==> config.mk <==
export PLATFORM = sky130hd
export DESIGN_NAME = alu_arbiter
export DESIGN_NICKNAME = d
export VERILOG_FILES = /design/src/rtl/alu_arbiter.sv
export SDC_FILE = /design/constraint.sdc
export NUM_CORES = 1
export LEC_CHECK = 0
export CORE_ASPECT_RATIO = 0.7
export CORE_MARGIN = 4
export CORE_UTILIZATION = 39
export DETAILED_ROUTE_END_ITERATION = 8
export PLACE_DENSITY = 0.91
export RECOVER_POWER = 100
export SLEW_MARGIN = 20
export SYNTH_ARGS = -nofsm -noshare
export SYNTH_HDL_FRONTEND = slang
export SYNTH_SLANG_ARGS = --single-unit
==> constraint.sdc <==
create_clock -name clk -period 6 [get_ports clk]
set_input_delay 0.6 -clock clk [delete_from_list [all_inputs] [get_ports clk]]
set_output_delay 0.6 -clock clk [all_outputs]
set_load 0.005 [all_outputs]
==> src/rtl/alu_arbiter.sv <==
// Round-robin arbiter sharing one combinational ALU between two requesters.
// Registers the winning operands, captures the ALU result and returns it over a valid/ready channel.
module alu_arbiter #(
  parameter int DATA_W = 32,
  parameter int CODE_W = 6
) (
  input  logic              clk,
  input  logic              rst,
  input  logic              req0_valid,
  output logic              req0_ready,
  input  logic [CODE_W-1:0] req0_alucode,
  input  logic [DATA_W-1:0] req0_op1,
  input  logic [DATA_W-1:0] req0_op2,
  output logic              rsp0_valid,
  input  logic              rsp0_ready,
  output logic [DATA_W-1:0] rsp0_result,
  output logic              rsp0_br_taken,
  input  logic              req1_valid,
  output logic              req1_ready,
  input  logic [CODE_W-1:0] req1_alucode,
  input  logic [DATA_W-1:0] req1_op1,
  input  logic [DATA_W-1:0] req1_op2,
  output logic              rsp1_valid,
  input  logic              rsp1_ready,
  output logic [DATA_W-1:0] rsp1_result,
  output logic              rsp1_br_taken,
  output logic [CODE_W-1:0] alu_alucode,
  output logic [DATA_W-1:0] alu_rs1,
  output logic [DATA_W-1:0] alu_rs2,
  input  logic [DATA_W-1:0] alu_result,
  input  logic              alu_br_taken,
  output logic              busy
);

  typedef enum logic [1:0] {IDLE, EXEC, RESP} state_t;

  state_t              state_q, state_d;
  logic                last_grant_q;
  logic                owner_q;
  logic [CODE_W-1:0]   code_q;
  logic [DATA_W-1:0]   op1_q;
  logic [DATA_W-1:0]   op2_q;
  logic [DATA_W-1:0]   result_q;
  logic                br_q;

  logic                grant_valid;
  logic                grant;
  logic                accept;
  logic                owner_ready;

  // Round-robin: on a tie the requester that did not win last time is granted.
  always_comb begin
    grant_valid = 1'b0;
    grant       = 1'b0;
    if (req0_valid && req1_valid) begin
      grant_valid = 1'b1;
      grant       = ~last_grant_q;
    end else if (req0_valid) begin
      grant_valid = 1'b1;
      grant       = 1'b0;
    end else if (req1_valid) begin
      grant_valid = 1'b1;
      grant       = 1'b1;
    end
  end

  assign accept      = (state_q == IDLE) && grant_valid;
  assign owner_ready = owner_q ? rsp1_ready : rsp0_ready;

  always_comb begin
    state_d = state_q;
    case (state_q)
      IDLE:    if (accept) state_d = EXEC;
      EXEC:    state_d = RESP;
      RESP:    if (owner_ready) state_d = IDLE;
      default: state_d = IDLE;
    endcase
  end

  always_ff @(posedge clk or posedge rst) begin
    if (rst) begin
      state_q      <= IDLE;
      last_grant_q <= 1'b1;
      owner_q      <= 1'b0;
      code_q       <= '0;
      op1_q        <= '0;
      op2_q        <= '0;
      result_q     <= '0;
      br_q         <= 1'b0;
    end else begin
      state_q <= state_d;
      if (accept) begin
        owner_q      <= grant;
        last_grant_q <= grant;
        code_q       <= grant ? req1_alucode : req0_alucode;
        op1_q        <= grant ? req1_op1     : req0_op1;
        op2_q        <= grant ? req1_op2     : req0_op2;
      end
      if (state_q == EXEC) begin
        result_q <= alu_result;
        br_q     <= alu_br_taken;
      end
    end
  end

  assign req0_ready    = accept && !grant;
  assign req1_ready    = accept &&  grant;
  assign rsp0_valid    = (state_q == RESP) && !owner_q;
  assign rsp1_valid    = (state_q == RESP) &&  owner_q;
  assign rsp0_result   = result_q;
  assign rsp1_result   = result_q;
  assign rsp0_br_taken = br_q;
  assign rsp1_br_taken = br_q;
  assign alu_alucode   = code_q;
  assign alu_rs1       = op1_q;
  assign alu_rs2       = op2_q;
  assign busy          = (state_q != IDLE);

endmodule

* Word level (Yosys, flattened, before mapping)
Index checks and enable logic that the tools add are counted.
** Word-level totals
- Register bits :: 107
- Bits of input ports :: 179
- Output and inout port bits :: 141
- Logic and storage cells :: 36
** Operators by class
- Equality and inequality tests :: 4
- Bitwise logic cells :: 1
- Muxes and demuxes :: 12
- Reductions and logical operators :: 11
** Operators by type and width (number)
- 32-bit 2-to-1 mux :: 2
- 1-bit logical AND :: 6
- 1-bit 2-to-1 mux :: 6
- 6-bit 2-to-1 mux :: 1
- 2-bit case mux with 3 select lines :: 1
- 2-bit 2-to-1 mux :: 2
- 2-bit != test (second input constant) :: 2
- 2-bit by 1-bit == test with 1-bit output (second input constant) :: 1
- 2-bit == test (second input constant) :: 1
- 1-bit zero test :: 2
- 2-bit zero test :: 1
- 2-bit AND reduction :: 1
- 2-bit nonzero test :: 1
- 1-bit NOT :: 1

* Depth between registers and ports, before layout
- Word-level depth :: 6
- Gate-level depth with buffers :: 7
- Depth with buffers taken out :: 4

* Worst setup path after synthesis
OpenSTA, ideal clock, no wires.
- Kind :: input to output
- Start point :: input req1_valid
- End point :: output req0_ready
- Path buffers :: 2
- Data required time :: 5.400 ns
- Setup slack :: 4.142 ns
- Data arrival time :: 1.258 ns
- Stages on the path :: 4
- Path through :: or2_1 -> and3_1 -> buf_6 -> buf_6
** Between the ends
- Longest elaborated chain between the ends :: 5
- Elaborated cells on any way between the ends :: 9
- Those cells by class :: 5 x mux; 4 x reduce/logical
** RTL lines
- start, declared :: RTL line 18 : input logic req1_valid,
- 1-bit 2-to-1 mux :: RTL line 61 : end else if (req1_valid) begin
- 1-bit 2-to-1 mux :: RTL line 58 : end else if (req0_valid) begin
- 1-bit 2-to-1 mux :: RTL line 55 : if (req0_valid && req1_valid) begin
- 1-bit logical AND or 1-bit zero test (tied branches) :: RTL line 67, 106
- 1-bit logical AND * :: RTL line 106 : assign req0_ready = accept && !grant;
- end, declared :: RTL line 10 : output logic req0_ready,
Mark *: on every way between the ends. The rest lies on a longest branch, timed or not.

* Worst setup path in the final report
- Start point :: input req0_valid
- End point :: register op1_q[15], in the netlist alu_rs1[15]
** Between the ends
- Longest elaborated chain between the ends :: 3
- Elaborated cells on any way between the ends :: 7
- Those cells by class :: 5 x mux; 2 x reduce/logical
** RTL lines
- start, declared :: RTL line 9 : input logic req0_valid,
- 1-bit 2-to-1 mux or 1-bit logical AND (tied branches) :: RTL line 58, 55
- 1-bit 2-to-1 mux :: RTL line 55
- 32-bit 2-to-1 mux or 1-bit logical AND (tied branches) :: RTL line 96, 67
- end signal, assigned :: RTL line 96 : op1_q <= grant ? req1_op1 : req0_op1;
- end, declared :: RTL line 41 : logic [DATA_W-1:0] op1_q;
Several ways; a longest one is shown, not always the timed one.
A chain may end at the register's enable or synchronous reset.

==> flow_summary.yaml <==
setup_path:
  crit_slowest_cell: "nand2_1"
  cp_max_fo: 45
  crit_chain: "clkdlybuf4s50_1 -> or2_0 -> nand2_1 -> inv_2 -> a31oi_1"
  crit_required_ns: 6.17
  r2r_cells: 5
  rr_startpoint: "state_q[0]"
  timing.rr.end: "alu_rs1[15]"
  worst-path-buf-inv: 2
  critical_path.top_delay_family: "simple AND/OR/NAND/NOR gates"
  r2r_slack_ns: 2.59
  crit_path_start_kind: "primary input"
  critPathKind: "primary input to flip-flop"
  cp_slowest_stage_delay_ns: 1.36
  worstPathArrival_ns: 4.75
  endpoint_kind: "flip-flop"
min_path:
  hold_class: "flip-flop to flip-flop"
  hp-start: "alu_rs1[2]"
  hold_end: "alu_rs1[2]"
  min_path_cells: 1
synth:
  synth.top_cell.area_share: 0.548
  postSynthAreaPerCell_um2: 11.5
  synth_top_area_cell: "dfrtp_1"
  syn-instance-count: 422
  syn-cell-area_um2: 4840
  netlist-cell-type-count: 25
  ys_seq_area_frac: 0.553
  ys_warn_count: 0
  ys_top_cells_by_area: "dfrtp_1 55%, a221o_1 8.9%, and3_1 5.7%"
  ys_ff_latch: 107
  synth_nets: 601
timing:
  rsz0062_at_grt: "false"
  maxSlewViolCount: 162
  fmax_mhz: 218
  worstMarginPinSlew_ns: 2.15
  min_period_ns: 4.58
  hold_viol: 0
  slew_headroom: -0.438
  setup_viol_count_final: 0
  post-route-period-util: 0.764
  tns_ns: 0
  skew_ns: 0.00792
power_and_ir_drop:
  p_total_mw: 3.77
  irDropWorstVdd_mv: 0.224
  power_per_cell_area_nw_per_um2: 466
  leakage_nw: 3.50
drt:
  viasPerCell: 5.35
  drt-total-wl_um: 16800
  drc: 0
  antenna_left: 0
  post_drt_wl_per_cell_um: 19.8
  dr_total_vias: 4548
  first_pass_iters: 4
  first_iter_violations: 185
clocking:
  htreeDepth: 3
  clk_pin_slew_worst_paths_ns: 0.07
  cts_resized: 0
  numCtsBuffers: 9
  clock_latency_ns: 0.34
  cts.path.max_buffers: 2
  post-cts-setup-buffers: 0
  cts_tree: "yes"
  cts_root_buf: "clkbuf_16"
  clkSinkCount: 107
  cts_hold_buf: 0
grt:
  grt_pass1_wl_um: 25300
  antenna_found_initial: 0
  track_usage: 0.222
  gr-total-overflow: 0
  grt_max_degree: 74
  grt_pass1_vias: 4755
flow_run:
  drv.max_cap_violation_count: 4
floorplanning:
  fp.dieW_um: 141
  die_y_um: 101
  ios: 320
  dieArea_um2: 14300
  start_util: 0.406
  core_area_um2: 11900
  rows: 33
place:
  portBuffers: 319
  dpl.hpwl_um: 12600
  globalplace.congestion: 0.893
finish:
  n_antenna_cell: 0
  syn2layout_area_growth_pct: 67.0
  final_nets: 867
  layout-drive-gt1-share: 0.0649
status:
  violations: "max-capacitance violations, max-slew violations"
  status: "finished, violations left"
[worst max-delay path by stage]
| stage | startpoint | to | depth (start not counted) | slack [ns] |
|---|---|---|---|---|
| after detailed placement | req0_valid | req0_ready | 5 | 2.18 |
| after floorplan | rst | alu_alucode[0] | 1 | 2.58 |
| after global routing | req0_valid | alu_rs1[15] | 5 | 1.03 |
| final | req0_valid | alu_rs1[15] | 5 | 1.42 |
| after CTS | req0_valid | req0_ready | 5 | 2.17 |
| after global placement | req0_valid | req0_ready | 5 | 2.21 |
[placed cells by master, fill, tap and decap left out, drive strengths merged]
master,n
o22ai,1
dlygate4sd3,140
nor2,4
a21bo,1
buf,3
nand2b,2
clkinvlp,2
a21oi,27
dfstp,1
a21o,1
mux2,34
o21ai,1
dfrtp,106
nand2,55
clkbuf,12
inv,7
a31oi,27
a21boi,1
and3,44
clkdlybuf4s50,179
a221o,43
or2,1
clkinv,1
[routing by layer]
metal,routed length [um],global-route usage,vias to the layer above
li1,-,-,2043
met1,6360,0.260,2218
met2,8470,0.388,251
met3,1470,0.0684,36
met4,485,0.0789,0
met5,0,0,-
[cells by family after synthesis]
family          share of synthesized area
buf+inv                            0.0982
compound gates                      0.160
simple gates                        0.110
flops                               0.553
mux                                0.0791
[state kept, by name, summed over array words and instances (netlist names)]
name           count
alu_alucode        6
rsp0_result       32
rsp0_br_taken      1
alu_rs2           32
state_q            2
owner_q            1
last_grant_q       1
alu_rs1           32
[final cells by class]
type	count	area, um^2
Multi-Input combinational cell	242	1690
Fill cell	851	3850
Clock buffer	10	229
Timing Repair Buffer	324	3220
Clock inverter	6	53.8
Inverter	4	16.3
Tap cell	157	196
Sequential cell	107	2680
[power breakdown]
| group | internal [mW] | leakage, nW | switching, mW |
|---|---|---|---|
| Combinational | 1.10 | 2.11 | 0.758 |
| Clock | 0.290 | 0.136 | 0.276 |
| Sequential | 1.10 | 1.26 | 0.242 |
| Total | 2.49 | 3.50 | 1.28 |
[synthesized netlist by cell type]
cell	instances
buf_6	7
dfstp_2	1
nor2_1	3
nand2_4	1
and3_1	44
mux2_1	14
a21bo_2	1
buf_2	17
a21oi_1	27
inv_1	3
a21o_1	1
o21ai_0	1
a31oi_1	27
dfrtp_1	106
a21boi_2	1
clkbuf_1	11
nand2_1	54
nor2_4	1
nand2b_1	2
or2_1	1
o22ai_1	1
buf_4	34
inv_2	1
a221o_1	43
mux2_2	20
[stage by stage]
step | util | hold WS (ns) | setup slack (ns) | instance area [um^2] | instances
global placement | 0.655 | 0.497 | 2.21 | 7820 | 834
detailed placement | 0.655 | 0.499 | 2.18 | 7820 | 834
finish | 0.678 | 0.511 | 1.42 | 8090 | 850
floorplan | - | 0.505 | 2.58 | 4840 | 422
CTS | 0.679 | 0.520 | 2.17 | 8100 | 850
global route | 0.678 | 0.524 | 1.03 | 8090 | 850
Note: power is estimated with default switching activity, not from simulation.
==> RTL edit 1, RTL diff (config.mk and constraints unchanged) <==
Reset style: synchronous (`rst`), changed in one clocked block.
--- a/src/rtl/alu_arbiter.sv
+++ b/src/rtl/alu_arbiter.sv
@@ -77,7 +77,7 @@
     endcase
   end
 
-  always_ff @(posedge clk or posedge rst) begin
+  always_ff @(posedge clk) begin
     if (rst) begin
       state_q      <= IDLE;
       last_grant_q <= 1'b1;
Behaviour: differs if rst is asserted again (counterexample within 4 cycles, from zero or initial values and one cycle with rst high); with rst held inactive, the same outputs for 10 cycles.
==> RTL edit 1 against the unedited design <==
The flow still finishes with violations (max-capacitance violations, max-slew violations). Utilization down 1.5 points. First-iteration DRC count up 76%. Hold slack worse by 0.044 ns. Cell count up 18%. Synthesized area up 0.36%. Worst setup slack better by 0.39 ns. Design area down 2.2%. Maximum frequency up 9.4%. Wire length up 7.8%. Sequential cell count unchanged.
Power is not compared: it rests on default switching activity, and its combinational part moved more than twofold at a synthesized area within 25%.
==> RTL edit 1: results (changes against the unedited design) <==
| Metric | Value |
|---|---|
| Placed cell count | 990 (was 834) |
| Post-DP HPWL | 12500 um (was 12600 um) |
| Syn nets | 785 (was 601) |
| Asr flop ratio synth | 0% (was 100%) |
| Slew Limit Fails | 193 (was 162) |
| Netlist cell types | 28 (was 25) |
| Vias in the first global route | 5214 (was 4755) |
| Routed via count | 5583 (was 4548) |
| Crit Path Max Fanout | 71 (was 45) |
| Run status | finished, violations left (unchanged) |
| Largest net degree at the start of global routing | 108 (was 74) |
| DP Worst Slack | 2.80 ns (was 2.18 ns) |
| Ant. Diodes | 0 (unchanged) |
| DR pass1 iterations | 5 (was 4) |
| Violated checks | max-capacitance violations, max-slew violations (unchanged) |
| Synth area leaders | dfxtp_1 (44%), nand3_1 (14%), a31oi_1 (9.0%) (was dfrtp_1 (55%), a221o_1 (8.9%), and3_1 (5.7%)) |
| Initial DRC count | 325 (was 185) |
| Crit path DAT | 4.44 ns (was 4.75 ns) |
| H-tree depth | 3 (unchanged) |
| Combined area of the multi-input logic cells | 2060 sq um (was 1690 sq um) |
| Clock skew | 0.00896 ns (was 0.00792 ns) |
| Post-synthesis sequential area ratio | 44.1% (was 55.3%) |
| Worst slew pin tran | 3.27 ns (was 2.15 ns) |
| Final Non-Filler Cells | 1006 (was 850) |
| Post-Place Cell Area | 7650 sq um (was 7820 sq um) |
| Total wire length | 18100 um (was 16800 um) |
| Worst vdd ir | 122 uV |
| Layout cells sized above 1 | 2.94% (was 6.49%) |
| Mapped Cells | 606 (was 422) |
| Clock slew seen by the registers of the worst setup and hold paths | 0.07 ns (about the same) |
| # fillers | 996 (was 851) |
| Synth top cells by count | nand3_1 (140), dfxtp_1 (107), a31oi_1 (70) (was dfrtp_1 (106), nand2_1 (54), and3_1 (44)) |
| Postcts setup bufs | 0 (unchanged) |
| Routability cong. | 0.823 (was 0.893) |
| Total track usage | 23.4% (was 22.2%) |
| Max-capacitance violation count | 3 (was 4) |
| First-pass GRT wire length | 27400 um (was 25300 um) |
==> RTL edit 1: cell types whose count changed after synthesis, sizes merged, moves of 44 or more <==
cell,unedited run,this run
dfxtp,0,107
dfrtp,106,0
o21ai,1,70
and3,44,0
nand3,0,140
==> RTL edit 1: cells by family after synthesis <==
kind of cell | after synthesis | share of synthesized area (%)
muxes | 1 | 0.206
and+or+nand+nor | 222 | 21.9
buffers and inverters | 100 | 13.8
AOI/OAI and AO/OA | 176 | 20.1
DFF | 107 | 44.1
==> RTL edit 1: cell type report <==
class	instances	area share, %
Clock inverter	5	0.491
Clock buffer	11	2.94
Sequential cell	107	27.1
Inverter	1	0.0475
Timing Repair Buffer	326	40.9
Tap cell	157	2.48
Multi-Input combinational cell	399	26.0
==> RTL edit 1: final timing paths <==
kind | start | endpoint | slack [ns] | depth (start not counted)
worst max-delay path | req1_valid | alu_rs1[5] | 1.81 | 5
worst min-delay path | rsp0_result[15] | rsp0_result[15] | 0.47 | 2
worst max register to register | state_q[1] | alu_rs1[5] | 2.34 | 4
worst min register to register | rsp0_result[15] | rsp0_result[15] | 0.47 | 2
==> RTL edit 1: worst max-delay path, cell delays in order <==
cell and delay (ns):
dlygate4sd3_1 0.64, nor3b_1 0.25, clkbuf_1 2.34, nand3_1 0.29
a31oi_1 0.30
==> RTL edit 1: power by group <==
part	switching [mW]	internal (mW)
registers	0.0352	0.773
logic	0.219	0.263
clock network	0.269	0.285
total	0.523	1.32
==> RTL edit 1: routing by layer <==
layer,vias to the layer above,GRT usage (%),part of all wire [%]
li1,2611,-,-
met1,2605,27.8,36
met3,35,8.45,12
met2,332,40.1,50
met4,0,7.30,2.4
met5,-,0,0
==> RTL edit 2, RTL diff (same settings) <==
Made on the original files. Set the parameter `CODE_W` to 4 (it was 6).
--- a/src/rtl/alu_arbiter.sv
+++ b/src/rtl/alu_arbiter.sv
@@ -2,7 +2,7 @@
 // Registers the winning operands, captures the ALU result and returns it over a valid/ready channel.
 module alu_arbiter #(
   parameter int DATA_W = 32,
-  parameter int CODE_W = 6
+  parameter int CODE_W = 4
 ) (
   input  logic              clk,
   input  logic              rst,
Interface: changed (resized alu_alucode, req0_alucode and req1_alucode); port bits go from 320 to 314. The function was not compared with the original's and may differ.
==> RTL edit 2 against the unedited design <==
Sequential cell count is 2 lower. Power is 2.3% lower. Critical path depth unchanged. Design area fell by 1.8%. Hold slack worse by 0.0010 ns. Largest cell class unchanged. The run still ends with max-capacitance violations, max-slew violations left. Synthesized area decreased by 1.7%. Wire length shrank 2.4%. Worst setup slack gained 0.29 ns.
==> RTL edit 2: results (changes against the unedited design) <==
| Metric | Value |
|---|---|
| Worst hold margin | 0.510 ns (was 0.511 ns) |
| Ant. Diodes | 0 (unchanged) |
| Crit path DAT | 4.55 ns (was 4.75 ns) |
| Metal3 WL | 1150 um (was 1470 um) |
| # nets final | 851 (was 867) |
| Fin worst setup slack | 1.71 ns (was 1.42 ns) |
| CP delay by family, top | buffers and inverters (was simple AND/OR/NAND/NOR gates) |
| Total track usage | 22.6% (was 22.2%) |
| Slowest cell on crit path | clkbuf_1 (was nand2_1) |
| Net Switching | 1.25 mW (was 1.28 mW) |
| Worst vdd ir | 271 uV (was 224 uV) |
| Met3 Use GR | 6.76% (was 6.84%) |
| Vias per cell | 5.25 (was 5.35) |
| Slew Limit Fails | 160 (was 162) |
| Crit Path Max Fanout | 40 (was 45) |
| Clock skew | 0.00866 ns (was 0.00792 ns) |
| Relative slew margins | -44.1% (was -43.8%) |
| Routability cong. | 0.821 (was 0.893) |
| Run status | finished, violations left (unchanged) |
| IO Port Bufs | 313 (was 319) |
| Max-capacitance violation count | 4 (unchanged) |
| Post-Place Cell Area | 7680 sq um (was 7820 sq um) |
| Worst min-delay path category | flop to flop (unchanged) |
| Met2 Use GR | 41.8% (was 38.8%) |
| Synth area leaders | dfrtp_1 (55%), a221o_1 (8.6%), mux2_1 (7.8%) (was dfrtp_1 (55%), a221o_1 (8.9%), and3_1 (5.7%)) |
| Initial DRC count | 224 (was 185) |
| Clock slew seen by the registers of the worst setup and hold paths | 0.07 ns (about the same) |
| Worst r2r dst | alu_rs1[0] (was alu_rs1[15]) |
| Placed cell count | 822 (was 834) |
| Violated checks | max-capacitance violations, max-slew violations (unchanged) |
| DP Worst Slack | 2.89 ns (was 2.18 ns) |
| Vias in the first global route | 4704 (was 4755) |
| DR WL/cell | 19.6 um (was 19.8 um) |
| Leak | 3.44 nW (was 3.50 nW) |
| Syn nets | 591 (was 601) |
| Post-synthesis sequential area ratio | 55.2% (was 55.3%) |
| Proportion of synthesized area in mux cells | 8.04% (was 7.91%) |
| # fillers | 867 (was 851) |
| Synth top cells by count | dfrtp_1 (104), nand2_1 (54), and3_1 (42) (was dfrtp_1 (106), nand2_1 (54), and3_1 (44)) |
| Post-DP HPWL | 12600 um (about the same) |
| Min-delay src | alu_rs2[27] (was alu_rs1[2]) |
| Total Power | 3.68 mW (was 3.77 mW) |
| Complex-gate fraction of the synthesized area | 15.8% (was 16.0%) |
| Power Density | 463 nW/um^2 (was 466 nW/um^2) |
| Hold endpoint | alu_rs2[27] (was alu_rs1[2]) |
| Largest stage delay, worst path | 1.31 ns (was 1.36 ns) |
| First-pass GRT wire length | 25400 um (was 25300 um) |
| Layout cells sized above 1 | 3.67% (was 6.49%) |
| Met2 Routed Length | 8710 um (was 8470 um) |
| Avg Cell Area, Syn | 11.4 sq um (was 11.5 sq um) |
| Netlist cell types | 25 (unchanged) |
| Largest net degree at the start of global routing | 69 (was 74) |
| Grt met1 use | 25.5% (was 26.0%) |
==> RTL edit 2: changes by cell type after synthesis <==
cell | before | now
buf_4 | 34 | 35
and3_1 | 44 | 42
dfrtp_1 | 106 | 104
mux2_2 | 20 | 1
o21ai_0 | 1 | 0
o21ai_1 | 0 | 1
mux2_1 | 14 | 33
clkbuf_1 | 11 | 12
buf_2 | 17 | 15
a221o_1 | 43 | 41
==> RTL edit 2: worst max path at each step <==
stage | from | to
after CTS | state_q[0] | req1_ready
final | state_q[0] | alu_rs1[0]
after global placement | req0_valid | req0_ready
after detailed placement | req0_valid | req0_ready
after global routing | state_q[0] | alu_rs2[24]
after floorplan | rst | alu_alucode[0]
==> RTL edit 2: cell type report <==
cell class / count / share of cell area, %
clock buffers: 11 / 3.06
clock inverters: 5 / 0.488
inverters: 4 / 0.205
multi-input cells: 238 / 20.8
flip-flops and latches: 105 / 33.1
well taps: 157 / 2.47
repair buffers: 318 / 39.8
